[src/rtl/scan_test_controller.sv]
// Scan test controller: loads LFSR patterns into the scan chain, triggers capture,
// compresses the unloaded stream into a CRC, then checks CRC and stage signatures.
module scan_test_controller #(
  parameter int         CHAIN_LEN = 16,
  parameter int         NUM_PAT   = 8,
  parameter logic [7:0] SEED      = 8'hA5
) (
  input  logic        Clk,
  input  logic        reset,
  input  logic        start,
  input  logic [15:0] gold_crc,
  input  logic [3:0]  gold_sig,
  input  logic        sc0,
  input  logic        sg0,
  output logic        sci,
  output logic        se0,
  output logic        se1,
  output logic        lck,
  output logic        trg,
  output logic        cs,
  output logic        sge,
  output logic        scj0,
  output logic        scj1,
  output logic        busy,
  output logic        done,
  output logic        pass
);

  localparam int BW = $clog2(CHAIN_LEN + 1);
  localparam int PW = $clog2(NUM_PAT + 1);

  localparam logic [BW-1:0] LAST_BIT = BW'(CHAIN_LEN - 1);
  localparam logic [PW-1:0] LAST_PAT = PW'(NUM_PAT - 1);

  localparam logic [2:0] S_IDLE    = 3'd0;
  localparam logic [2:0] S_LOAD    = 3'd1;
  localparam logic [2:0] S_CAPTURE = 3'd2;
  localparam logic [2:0] S_UNLOAD  = 3'd3;
  localparam logic [2:0] S_SIG     = 3'd4;
  localparam logic [2:0] S_COMPARE = 3'd5;

  logic [2:0]    state, state_nxt;
  logic [BW-1:0] bitcnt, bitcnt_nxt;
  logic [PW-1:0] patcnt, patcnt_nxt;
  logic [1:0]    sigidx, sigidx_nxt;
  logic [7:0]    lfsr, lfsr_nxt;
  logic [15:0]   crc, crc_nxt;
  logic [3:0]    sigcap, sigcap_nxt;
  logic          pass_nxt;

  logic          lfsr_fb;
  logic [15:0]   crc_step;

  // x^8+x^6+x^5+x^4+1 in right-shift (Fibonacci) form
  assign lfsr_fb  = lfsr[0] ^ lfsr[2] ^ lfsr[3] ^ lfsr[4];
  assign crc_step = {crc[14:0], 1'b0} ^ ((crc[15] ^ sc0) ? 16'h1021 : 16'h0000);

  always_comb begin
    // NOTE: every variable gets its hold value first so no branch can leave one
    // unassigned; that is what keeps this block from inferring latches.
    state_nxt  = state;
    bitcnt_nxt = bitcnt;
    patcnt_nxt = patcnt;
    sigidx_nxt = sigidx;
    lfsr_nxt   = lfsr;
    crc_nxt    = crc;
    sigcap_nxt = sigcap;
    pass_nxt   = pass;

    case (state)
      S_IDLE: begin
        if (start) begin
          state_nxt  = S_LOAD;
          bitcnt_nxt = '0;
          patcnt_nxt = '0;
          sigidx_nxt = '0;
          lfsr_nxt   = SEED;
          crc_nxt    = '0;
          sigcap_nxt = '0;
          pass_nxt   = 1'b0;
        end
      end

      S_LOAD: begin
        lfsr_nxt = {lfsr_fb, lfsr[7:1]};
        if (bitcnt == LAST_BIT) begin
          bitcnt_nxt = '0;
          state_nxt  = S_CAPTURE;
        end else begin
          bitcnt_nxt = bitcnt + 1'b1;
        end
      end

      S_CAPTURE: begin
        state_nxt = S_UNLOAD;
      end

      S_UNLOAD: begin
        crc_nxt = crc_step;
        if (bitcnt == LAST_BIT) begin
          bitcnt_nxt = '0;
          patcnt_nxt = patcnt + 1'b1;
          state_nxt  = (patcnt == LAST_PAT) ? S_SIG : S_LOAD;
        end else begin
          bitcnt_nxt = bitcnt + 1'b1;
        end
      end

      S_SIG: begin
        sigcap_nxt[sigidx] = sg0;
        sigidx_nxt         = sigidx + 1'b1;
        // The verdict is registered on the edge entering COMPARE so that pass is
        // already valid while done is high.
        if (sigidx == 2'd3) begin
          state_nxt = S_COMPARE;
          pass_nxt  = (crc == gold_crc) && (sigcap_nxt == gold_sig);
        end
      end

      S_COMPARE: begin
        state_nxt = S_IDLE;
      end

      default: begin
        state_nxt = S_IDLE;
      end
    endcase
  end

  // Registered outputs are decoded from the next state so they line up with the
  // cycle the controller is actually in.
  logic       se0_nxt, se1_nxt, lck_nxt, trg_nxt, sge_nxt, busy_nxt, done_nxt;
  logic [1:0] scj_nxt;

  always_comb begin
    se1_nxt  = (state_nxt == S_LOAD) || (state_nxt == S_UNLOAD);
    se0_nxt  = (state_nxt == S_CAPTURE);
    lck_nxt  = (state_nxt == S_LOAD) || (state_nxt == S_CAPTURE) || (state_nxt == S_UNLOAD);
    trg_nxt  = (state_nxt == S_CAPTURE);
    sge_nxt  = (state_nxt == S_SIG);
    scj_nxt  = (state_nxt == S_SIG) ? sigidx_nxt : 2'd0;
    busy_nxt = (state_nxt != S_IDLE);
    done_nxt = (state_nxt == S_COMPARE);
  end

  always_ff @(posedge Clk) begin
    // NOTE: state is written with <= so every flop samples pre-edge values.
    if (reset) begin
      state  <= S_IDLE;
      bitcnt <= '0;
      patcnt <= '0;
      sigidx <= '0;
      lfsr   <= SEED;
      crc    <= '0;
      sigcap <= '0;
      pass   <= 1'b0;
      se0    <= 1'b0;
      se1    <= 1'b0;
      lck    <= 1'b0;
      trg    <= 1'b0;
      cs     <= 1'b0;
      sge    <= 1'b0;
      scj0   <= 1'b0;
      scj1   <= 1'b0;
      busy   <= 1'b0;
      done   <= 1'b0;
    end else begin
      state  <= state_nxt;
      bitcnt <= bitcnt_nxt;
      patcnt <= patcnt_nxt;
      sigidx <= sigidx_nxt;
      lfsr   <= lfsr_nxt;
      crc    <= crc_nxt;
      sigcap <= sigcap_nxt;
      pass   <= pass_nxt;
      se0    <= se0_nxt;
      se1    <= se1_nxt;
      lck    <= lck_nxt;
      trg    <= trg_nxt;
      cs     <= busy_nxt;
      sge    <= sge_nxt;
      scj0   <= scj_nxt[0];
      scj1   <= scj_nxt[1];
      busy   <= busy_nxt;
      done   <= done_nxt;
    end
  end

  // Scan-in is the only combinational output: the current LFSR bit while loading.
  assign sci = lfsr[0] & (state == S_LOAD);

endmodule

[config.mk]
export PLATFORM = sky130hd
export DESIGN_NAME = scan_test_controller
export DESIGN_NICKNAME = d
export VERILOG_FILES = /design/src/rtl/scan_test_controller.sv
export SDC_FILE = /design/constraint.sdc
export NUM_CORES = 1
export LEC_CHECK = 0
export BUFFER_PORTS_ARGS = -buffer_cell sky130_fd_sc_hd__buf_4
export CAP_MARGIN = 20
export CELL_PAD_IN_SITES_DETAIL_PLACEMENT = 0
export CELL_PAD_IN_SITES_GLOBAL_PLACEMENT = 1
export CORE_MARGIN = 3
export CORE_UTILIZATION = 45
export DETAILED_ROUTE_END_ITERATION = 8
export PLACE_DENSITY = 0.81
export SYNTH_ARGS = -nofsm -noshare
export SYNTH_HDL_FRONTEND = slang
export SYNTH_SLANG_ARGS = --single-unit
[constraint.sdc]
create_clock -name Clk -period 4.9 [get_ports Clk]
set_input_delay 0.245 -clock Clk [delete_from_list [all_inputs] [get_ports Clk]]
set_output_delay 0.245 -clock Clk [all_outputs]
set_load 0.005 [all_outputs]
Word level (Yosys, flattened, before mapping) --
Cells that the tools add are included.
Storage, ports and cells: register bits after elaboration 51, bits of input ports 25, output and inout port bits 12, word-level logic and storage cells 90
Operators by class: add/sub/neg operators 3, magnitude comparators 2, equality and inequality tests 17, multiplexer cells 26, bitwise gates (word level) 7, reductions and logical operators 19
Operators by type and width (count):
- case mux 16 bit (2 select lines) | 1
- equality test 16 bit | 1
- 2-to-1 mux 16 bit | 1
- case mux 4 bit (2 select lines) | 2
- case mux 8 bit (2 select lines) | 1
- XOR 16 x 13 -> 16 bit | 1
- 2-to-1 mux 3 bit | 5
- case mux 3 bit (5 select lines) | 1
- 2-to-1 mux 13 bit | 1
- equality test 3 x 2 -> 1 bit (second input constant) | 4
- 2-to-1 mux 5 bit | 2
- case mux 5 bit (2 select lines) | 1
- equality test 3 bit (second input constant) | 3
- 2-to-1 mux 4 bit | 2
- 2-to-1 mux 8 bit | 1
- AND reduction 2 bit | 4
- nonzero test 2 bit | 4
- equality test 3 x 1 -> 1 bit (second input constant) | 2
- != test 2 bit (second input constant) | 3
- AND reduction 3 bit | 2
- adder 5 x 1 -> 5 bit (second input constant) | 1
- equality test 5 x 4 -> 1 bit (second input constant) | 1
- adder 4 x 1 -> 4 bit (second input constant) | 1
- bitwise mux 4 bit | 1
- other kinds (19) | 28

Logic depth before layout (Yosys ltp) --
Gate-level depths: netlist (run 1).
word-level depth 9, mapped depth 8, gate-level depth less buffers 7

Worst setup path before layout (run 1) --
OpenSTA, ideal clock, no wires.
kind register to register, from reg sigidx[1], to reg pass, setup time 69 ps, data arrival time 1586 ps, data required time 4831 ps, setup slack 3245 ps, stages on the path, launching flop included 8, path buffers 0, clock period less this slack 1655 ps, cells stage by stage dfxtp_1 > inv_1 > ha_1 > mux2i_1 > xor2_1 > nand2_1 > or4_1 > o21ai_1
Between the ends: cells in the longest elaborated chain, start to end 9, elaborated cells on any way between the ends 13, those cells by class order compare (2); eq/ne (3); mux (5); reduce/logical (3)
Ends and longest elaborated chain:
- start: declaration | RTL line 45 | logic [1:0] sigidx, sigidx_nxt;
- start signal: assignment | RTL line 171 | sigidx <= sigidx_nxt;
- < comparator 2 x 3 -> 1 bit (implied by the code) / >= comparator 2 x 1 -> 1 bit (equally long branches) | RTL line 110 | sigcap_nxt[sigidx] = sg0;
- logical AND 1 bit (implied by the code) | RTL line 110
- 2-to-1 mux 1 bit (implied by the code) | RTL line 110
- demux 1 bit (select 2 bit) | RTL line 110
- bitwise mux 4 bit | RTL line 110
- equality test 4 bit | RTL line 116 | pass_nxt = (crc == gold_crc) && (sigcap_nxt == gold_sig);
- logical AND 1 bit | RTL line 116
- 2-to-1 mux 1 bit | RTL line 114 | if (sigidx == 2'd3) begin
- case mux 1 bit (2 select lines) | RTL line 70 | case (state)
- end signal: assignment | RTL line 175 | pass <= pass_nxt;
- end: declaration | RTL line 26 | output logic pass
Several ways; a longest one is shown, not always the timed one. The select of a mux whose other input is x is not followed. A chain may end at the register's enable or synchronous reset.

Worst setup path after layout (run 1) --
from reg state[1], to reg scj0
Between the ends: cells in the longest elaborated chain, start to end 5, elaborated cells on any way between the ends 14, those cells by class eq/ne (5); mux (6); bitwise (1); reduce/logical (2)
Ends and longest elaborated chain:
- start: declaration | RTL line 42 | logic [2:0] state, state_nxt;
- start signal: assignment | RTL line 168 | state <= state_nxt;
- equality test 3 bit (tied with other cells) | RTL line 70
- case mux 3 bit (5 select lines) | RTL line 70
- equality test 3 bit | RTL line 141 | scj_nxt = (state_nxt == S_SIG) ? sigidx_nxt : 2'd0;
- NOT 1 bit (no source line)
- OR reduction 2 bit (no source line)
- end signal: assignment | RTL line 182 | scj0 <= scj_nxt[0];
- end: declaration | RTL line 22 | output logic scj0,
Several ways; a longest one is shown, not always the timed one.

==> results by group, run 1 <==
Layout
  – Share of cells above drive strength 1: 0.175
  – Core Util, Final: 0.560
  – Design Area, Final: 2730 um2
  – N_diodes: 0
  – Syn-to-layout area delta: 17.1%
  – Number of nets in the finished design: 315

Setup path
  – CP dominant cell by count: nand2b_2
  – Worst EP arrival: 2.23 ns
  – Largest stage delay on the critical path: 0.69 ns
  – CP Class: reg -> reg
  – Worst setup path start: state[1]
  – Critical Path Slowest Stage Cell: and3b_1
  – FF-to-FF Start: state[1]
  – Worst path cell trace: and3b_1, nand2b_2, o21ai_2, nand2b_2, nor4_2
  – Crit end category: register
  – Critical Path Fanout Max: 19
  – CP Data Required Time: 5.12 ns
  – Startpoint class of the critical path: register

Die
  – Row cnt: 25
  – Chip width: 78.0 um
  – # IOs: 37
  – Core area: 4880 um2
  – Starting Density: 0.478
  – Die ar.: 6080 um2
  – Die span in y: 78.0 um

Synthesis
  – Yosys top cell area share: 0.438
  – Post-Synthesis Cell Area: 2330 um2
  – Post-synth ARST share: 0
  – Most frequent cells after synthesis: 51 x dfxtp_1, 38 x nor2_1, 21 x a22oi_1
  – Synth unique cells: 40
  – Synthesis-stage register bit count: 51
  – Top-count cell post-synth: dfxtp_1
  – Largest area contributor in the netlist: dfxtp_1
  – Cell count after synthesis: 255
  – Post-Syn Area per Cell: 9.15 um2
  – Syn. warnings: 0
  – Synth top area cells: dfxtp_1 44%, a22oi_1 6.8%, nor2_1 6.1%, xor2_1 6.0%, xnor2_1 5.3%
  – Syn Nets: 286
  – Top_reg_cell synth: dfxtp_1
  – Number of enable flip-flop cells after synthesis: 0
  – Seq/Total Area, Yosys: 0.438

Timing
  – Final setup fails: 0
  – Fin crit share: 0.410
  – Least-Margin Pin Slew: 0.720 ns
  – Slew margin rel.: 0.520
  – Hold Fails Final Rpt: 0
  – Final Slew Violations: 0
  – Clk_skew: 0.00898 ns
  – PnR worst setup slack: 2.89 ns
  – TNS Setup: 0 ns
  – Fin crit period: 2.01 ns
  – RSZ-0062 raised after global routing: no
  – F_max: 498 MHz

Detailed routing
  – Number of DRC markers in iteration 0: 56
  – Drt total wl: 4880 um
  – Post-route DRC: 0
  – Drt wl/cell: 13.9 um
  – Routed vias: 1789
  – DR vias/cell: 5.08
  – DR pass1 iterations: 4
  – Remaining antenna violation count: 0

Clocking
  – Clock H-tree levels: 2
  – Post-CTS setup buffers: 0
  – Clk slew on worst S/H paths: 0.09 ns
  – CTS Buf Count: 5
  – Post-CTS sizing: 0
  – CTS tree: yes
  – Clock tree root driver cell: clkbuf_8
  – Hold_buf cts: 0
  – Clk_lat worst skew: 0.30 ns
  – Sink count of the clock tree: 51
  – Clock tree buffer depth: 2

Power
  – Power, Total: 848 uW
  – Power density cells: 311 nW/um2
  – Static Leak: 0.00107 uW
  – VDD IR max: 207 uV

Placed design
  – Routability cong.: 0.780
  – DPL Wire Length: 3490 um
  – Area after DPL: 2600 um2
  – IO Port Bufs: 36
  – Worst setup slack after placement: 2.93 ns

Global routing
  – Initial antenna violation count: 0
  – Gr ovfl total: 0
  – GRT Total Usage: 0.172
  – Vias in the first global route: 1693
  – Global-route wire length before repair: 8270 um
  – Pin count of the biggest net entering global routing: 42

Flow run
  – Max-Cap Viols: 0

Hold path
  – Worst hold start: gold_sig[3]
  – Hold Crit Class: in -> reg

Outcome
  – Status: finished, final reports clean
==> registers in the layout, indices dropped and copies added (netlist names), 2 cells and up <==
signal and flops:
bitcnt 5, crc 16, lfsr 8, patcnt 4, sigcap 4, sigidx 2, state 3
==> path summary, 6_finish.rpt <==
| kind | endpoint | slack [ns] | depth (start not counted) |
|---|---|---|---|
| setup / recovery | scj0 | 2.89 | 5 |
| hold / removal | pass | 0.24 | 4 |
| setup reg to reg | scj0 | 2.89 | 5 |
| hold reg to reg | pass | 0.45 | 2 |
==> through the flow <==
step	hold slack [ns]	cells
final	0.242	352
after global routing	0.244	352
after CTS	0.234	352
after detailed placement	0.447	344
after global placement	0.439	344
after floorplan	0.323	255
==> layout by cell type, fill, tap and decap left out, types with 3 or more instances in the layout <==
cell,Yosys,final
clkbuf_8,0,5
nand2_1,9,9
a21oi_1,12,12
or3_1,3,3
nand3_1,7,7
ha_1,6,6
and2_1,4,4
nand2b_1,6,6
nand4_1,5,5
nor2_1,38,38
inv_1,4,4
nor3_1,4,4
dfxtp_1,51,51
buf_4,5,36
xnor2_1,14,14
a22oi_1,21,21
xor2_1,16,16
o22ai_1,5,5
mux2i_1,4,4
nor2b_1,3,3
o21ai_0,8,8
==> worst max-delay path: cells and delay by family (launching register included) <==
family	cells	cell delay, ns
compound gates	1	0.20
flops	1	0.53
simple gates	4	1.19
==> kinds of logic after synthesis <==
family	count (synthesis)	share of synthesized area
DFF	51	0.438
and+or+nand+nor	96	0.219
adders and majority gates	6	0.0322
buffers and inverters	18	0.0440
xor gates and xnor gates	30	0.113
AOI/OAI and AO/OA	50	0.137
muxes	4	0.0172
==> final cells by class <==
cell class                      count  area, um2
Inverter                            4       15.0
Clock buffer                        6       72.6
Multi-Input combinational cell    186       1210
Clock inverter                      2       60.1
Tap cell                           67       83.8
Timing Repair Buffer               36        270
Fill cell                         468       2150
Sequential cell                    51       1020
==> metal layers <==
metal | global-route usage | up-vias | wire, um | part of all wire
li1 | - | 940 | - | -
met1 | 0.261 | 813 | 2580 | 0.53
met2 | 0.239 | 34 | 2070 | 0.42
met3 | 0.0360 | 2 | 200 | 0.041
met4 | 0.0577 | 0 | 29 | 0.0059
met5 | 0 | - | 0 | 0
==> power breakdown <==
part,switching (uW),internal [uW]
registers,6.58,423
clock network,137,204
logic,40.5,37.8
(Power assumes the default switching activity.)
==> run 2: changes to the inputs <==
Settings changed: CORE_UTILIZATION 45 to 38, PLACE_DENSITY 0.81 to 0.72.
Clock period 4.9 ns to 1.8 ns, I/O delays scaled along.
==> results by group, run 2 (synthesis results as in run 1) <==
Global routing
  – Global-route wire length before repair: 8240 um
  – GRT Max-Usage Layer: met1
  – Vias in the first global route: 1696
  – Gr ovfl total: 0
  – Pin count of the biggest net entering global routing: 42
  – GR Util met2: 0.202
  – Met1 global-route usage: 0.205
  – GRT Total Usage: 0.142
  – Met3 GRT Util: 0.0304
  – Initial antenna violation count: 0

Layout
  – Syn-to-layout area delta: 22.4%
  – Most common cell after layout, fill and taps aside: buf_4
  – Number of nets in the finished design: 328
  – Max reg flops: 16
  – Largest registers: crc (16), lfsr (8), bitcnt (5)
  – Share of cells above drive strength 1: 0.248
  – Fin cells: 370
  – Commonest non-fill, non-tap cells in the layout: 49 x buf_4, 48 x dfxtp_1, 38 x nor2_1
  – N_diodes: 0
  – # fillers: 557
  – Core Util, Final: 0.500
  – Largest Register: crc

Power
  – Power density cells: 721 nW/um2
  – VDD IR max: 445 uV
  – Cell internal pwr: 1540 uW
  – Switching power: 522 uW
  – Clk network pwr share: 0.321
  – Switch share: 0.253
  – Power share of the combinational group: 0.111
  – Sequential power share: 0.567
  – Static Leak: 0.00113 uW

Setup path
  – Startpoint class of the critical path: register
  – R2R depth: 8
  – CP Data Required Time: 2.00 ns
  – Crit end category: register
  – FF-to-FF Start: bitcnt[0]
  – Critical Path Fanout Max: 5
  – Worst EP arrival: 1.89 ns
  – CP Class: reg -> reg
  – Worst setup path start: bitcnt[0]
  – Reg-to-reg setup timing slack: 0.11 ns

Flow run
  – Max-Cap Viols: 0

Timing
  – Fin crit period: 1.69 ns
  – TNS Setup: 0 ns
  – PnR worst setup slack: 0.109 ns
  – Slew margin rel.: 0.614
  – F_max: 591 MHz
  – Final Slew Violations: 0
  – Least-Margin Pin Slew: 0.573 ns
  – Fin crit share: 0.939
  – Final setup fails: 0
  – Clk_skew: 0.00896 ns
  – Hold Fails Final Rpt: 0

Hold path
  – Hold depth: 3
  – Hold Crit Class: in -> reg
  – Worst hold start: sg0

Detailed routing
  – DR vias/cell: 4.99
  – Remaining antenna violation count: 0
  – Post-route DRC: 0
  – DR pass1 iterations: 4
  – Drt wl/cell: 13.3 um
  – Routed vias: 1847
  – Number of DRC markers in iteration 0: 74
  – Drt total wl: 4940 um

Die
  – Row cnt: 27
  – Chip width: 84.3 um
  – Core area: 5710 um2
  – Die ar.: 7110 um2
  – # IOs: 37
  – Die span in y: 84.3 um
  – Starting Density: 0.409

Placed design
  – Worst setup slack after placement: 0.0503 ns
  – Routability cong.: 0.725
  – DPL Wire Length: 3560 um
  – IO Port Bufs: 36
  – Placed Cells: 360

Clocking
  – Clk_lat worst skew: 0.31 ns
  – CTS Buf Count: 5
  – Clock tree root driver cell: clkbuf_8
  – Hold_buf cts: 0
  – CTS tree: yes
  – Sink count of the clock tree: 51
  – Clock H-tree levels: 2
  – Clock tree buffer depth: 2
  – Clk slew on worst S/H paths: 0.10 ns

Outcome
  – Status: finished, final reports clean
run 2: cell count changes in the layout (fill, tap and decap cells not counted), sizes merged:
cell	before	now
buf	36	49
clkinvlp	0	2
clkinv	0	1
bufinv	2	0
clkbuf	6	5
run 2: layer usage:
layer / wire length [um] / share of wire / vias to the layer above
met5: 0 / 0 / -
met4: 70 / 0.014 / 0
met3: 134 / 0.027 / 5
met2: 2210 / 0.45 / 17
met1: 2520 / 0.51 / 861
li1: - / - / 964
run 2: final cells by class:
class,instances,area [um2],area share
Clock buffer,5,68.8,0.0241
Sequential cell,51,1030,0.361
Timing Repair Buffer,49,368,0.129
Tap cell,72,90.1,0.0316
Clock inverter,3,20.0,0.00701
Multi-Input combinational cell,186,1260,0.442
Inverter,4,15.0,0.00526
run 2: what timing repair did:
action,in CTS,in global routing
endpoints found under the setup margin,0,6
gates resized for setup,0,18
buffers inserted,0,2
run 2: worst paths after layout:
path	to
hold / removal	sigcap[3]
setup / recovery	busy
setup reg to reg	busy
hold reg to reg	pass
run 2: power groups by stage:
stage,Clock (uW),Sequential [uW],Combinational [uW]
floorplan,0,1190,131
global placement,0,1190,229
finish,662,1170,229
global route,717,1170,255
CTS,688,1170,228
detailed placement,0,1190,227
run 2: through the flow:
| stage | total power, uW | hold slack [ns] | cell area (um2) |
|---|---|---|---|
| floorplan | 1320 | 0.168 | 2330 |
| CTS | 2080 | 0.0697 | 2780 |
| detailed placement | 1420 | 0.412 | 2690 |
| global route | 2140 | 0.0939 | 2850 |
| global placement | 1420 | 0.406 | 2690 |
| finish | 2060 | 0.0839 | 2850 |
run 2: worst max-delay path: stages, from the launching register on:
cell,delay [ns]
dfxtp_4,0.37
ha_4,0.16
nand4b_1,0.17
buf_4,0.15
nand2b_4,0.13
o21ai_4,0.06
nand2b_2,0.12
inv_1,0.07
or3_1,0.36
==> run 3: changes to the inputs <==
Settings changed: RECOVER_POWER set to 50.
==> results by group, run 3 (synthesis results as in run 1) <==
Outcome
  – Status: finished, final reports clean

Timing
  – Hold WS: 0.0845 ns
  – Fin crit period: 1.69 ns
  – Final Slew Violations: 0
  – Clk_skew: 0.0101 ns
  – F_max: 593 MHz
  – TNS Setup: 0 ns
  – Final setup fails: 0
  – Slew margin rel.: 0.611
  – Fin crit share: 0.937
  – Least-Margin Pin Slew: 0.577 ns
  – Hold Fails Final Rpt: 0

Setup path
  – CP bufs+invs: 2
  – Worst path cell trace: ha_4, nand4b_1, buf_4, nand2b_4, o21ai_4, nand2b_2, inv_1, or3_1
  – Crit end category: register
  – Critical Path Fanout Max: 5
  – Top cell family by delay on the critical path: simple AND/OR/NAND/NOR gates
  – CP Class: reg -> reg
  – Largest stage delay on the critical path: 0.37 ns
  – Startpoint class of the critical path: register
  – Worst setup path start: bitcnt[0]
  – Critical Path Slowest Stage Cell: dfxtp_4
  – Worst EP arrival: 1.88 ns
  – FF-to-FF Start: bitcnt[0]
  – CP Data Required Time: 2.00 ns

Detailed routing
  – Routed vias: 1837
  – DR vias/cell: 4.96
  – Remaining antenna violation count: 0
  – Drt wl/cell: 13.3 um
  – Post-route DRC: 0
  – Drt total wl: 4910 um
  – Number of DRC markers in iteration 0: 59
  – DR pass1 iterations: 4

Global routing
  – Vias in the first global route: 1696
  – GRT Total Usage: 0.142
  – Initial antenna violation count: 0
  – Global-route wire length before repair: 8240 um
  – Gr ovfl total: 0
  – Pin count of the biggest net entering global routing: 42

Die
  – Die ar.: 7110 um2
  – Chip width: 84.3 um
  – Core area: 5710 um2
  – Die span in y: 84.3 um
  – Row cnt: 27
  – Starting Density: 0.409
  – # IOs: 37

Hold path
  – Hold Crit Class: in -> reg
  – Worst hold start: sg0

Placed design
  – Placed Cells: 360
  – Routability cong.: 0.725
  – IO Port Bufs: 36
  – Area after DPL: 2690 um2
  – DPL Wire Length: 3560 um

Clocking
  – Clock H-tree levels: 2
  – CTS Buf Count: 5
  – CTS tree: yes
  – Hold_buf cts: 0
  – Clock tree root driver cell: clkbuf_8
  – Clk slew on worst S/H paths: 0.10 ns
  – Clock tree buffer depth: 2
  – Clk_lat worst skew: 0.31 ns
  – Sink count of the clock tree: 51

Power
  – Power density cells: 723 nW/um2
  – Static Leak: 0.00110 uW
  – VDD IR max: 444 uV

Layout
  – Design Area, Final: 2830 um2
  – Number of nets in the finished design: 328
  – Max reg flops: 16
  – Largest registers: crc (16), lfsr (8), bitcnt (5)
  – Fin cells: 370
  – Share of cells above drive strength 1: 0.238
  – Most common cell after layout, fill and taps aside: dfxtp_1
  – Largest Register: crc
  – N_diodes: 0
  – # fillers: 558
  – Commonest non-fill, non-tap cells in the layout: 48 x dfxtp_1, 38 x nor2_1, 35 x buf_4
  – Syn-to-layout area delta: 21.5%

Flow run
  – Max-Cap Viols: 0
run 3: through the flow:
step / setup WS [ns] / utilization / power, uW
2_1_floorplan: 0.145 / - / 1320
3_3_place_gp: 0.0851 / 0.471 / 1420
3_5_place_dp: 0.0503 / 0.471 / 1420
4_1_cts: 0.0356 / 0.486 / 2080
5_1_grt: -0.00178 / 0.496 / 2140
6_report: 0.113 / 0.496 / 2050
run 3: cell type report:
cell class / instances / area [um2] / share of cell area
Clock buffer: 5 / 68.8 / 0.0243
Clock inverter: 3 / 20.0 / 0.00706
Inverter: 4 / 15.0 / 0.00530
Multi-Input combinational cell: 186 / 1250 / 0.442
Sequential cell: 51 / 1030 / 0.363
Tap cell: 72 / 90.1 / 0.0318
Timing Repair Buffer: 49 / 357 / 0.126
run 3: final timing paths:
check	slack, ns	depth (start not counted)	endpoint
setup / recovery	0.11	8	busy
hold / removal	0.08	3	sigcap[3]
setup reg to reg	0.11	8	busy
hold reg to reg	0.46	2	pass
run 3: tightest hold or removal path, cell delays in order:
cell and delay (ns):
buf_4 0.14, nand3_1 0.06, a21oi_1 0.06
run 3: power by group:
part	switching, uW	internal, uW
logic	112	111
clock network	387	271
registers	17.9	1150
total	517	1530
run 3: routing by layer:
metal,routed length (um),global-route usage,vias up
li1,-,-,965
met1,2500,0.205,847
met2,2200,0.202,20
met3,142,0.0304,5
met4,70,0.0647,0
met5,0,0,-
run 3: repair_timing:
item / 4_1_cts / 5_1_grt
hold endpoints to repair: 0 / 0
setup buffers: 0 / 2
endpoints found under the setup margin: 0 / 6
resized for setup: 0 / 18
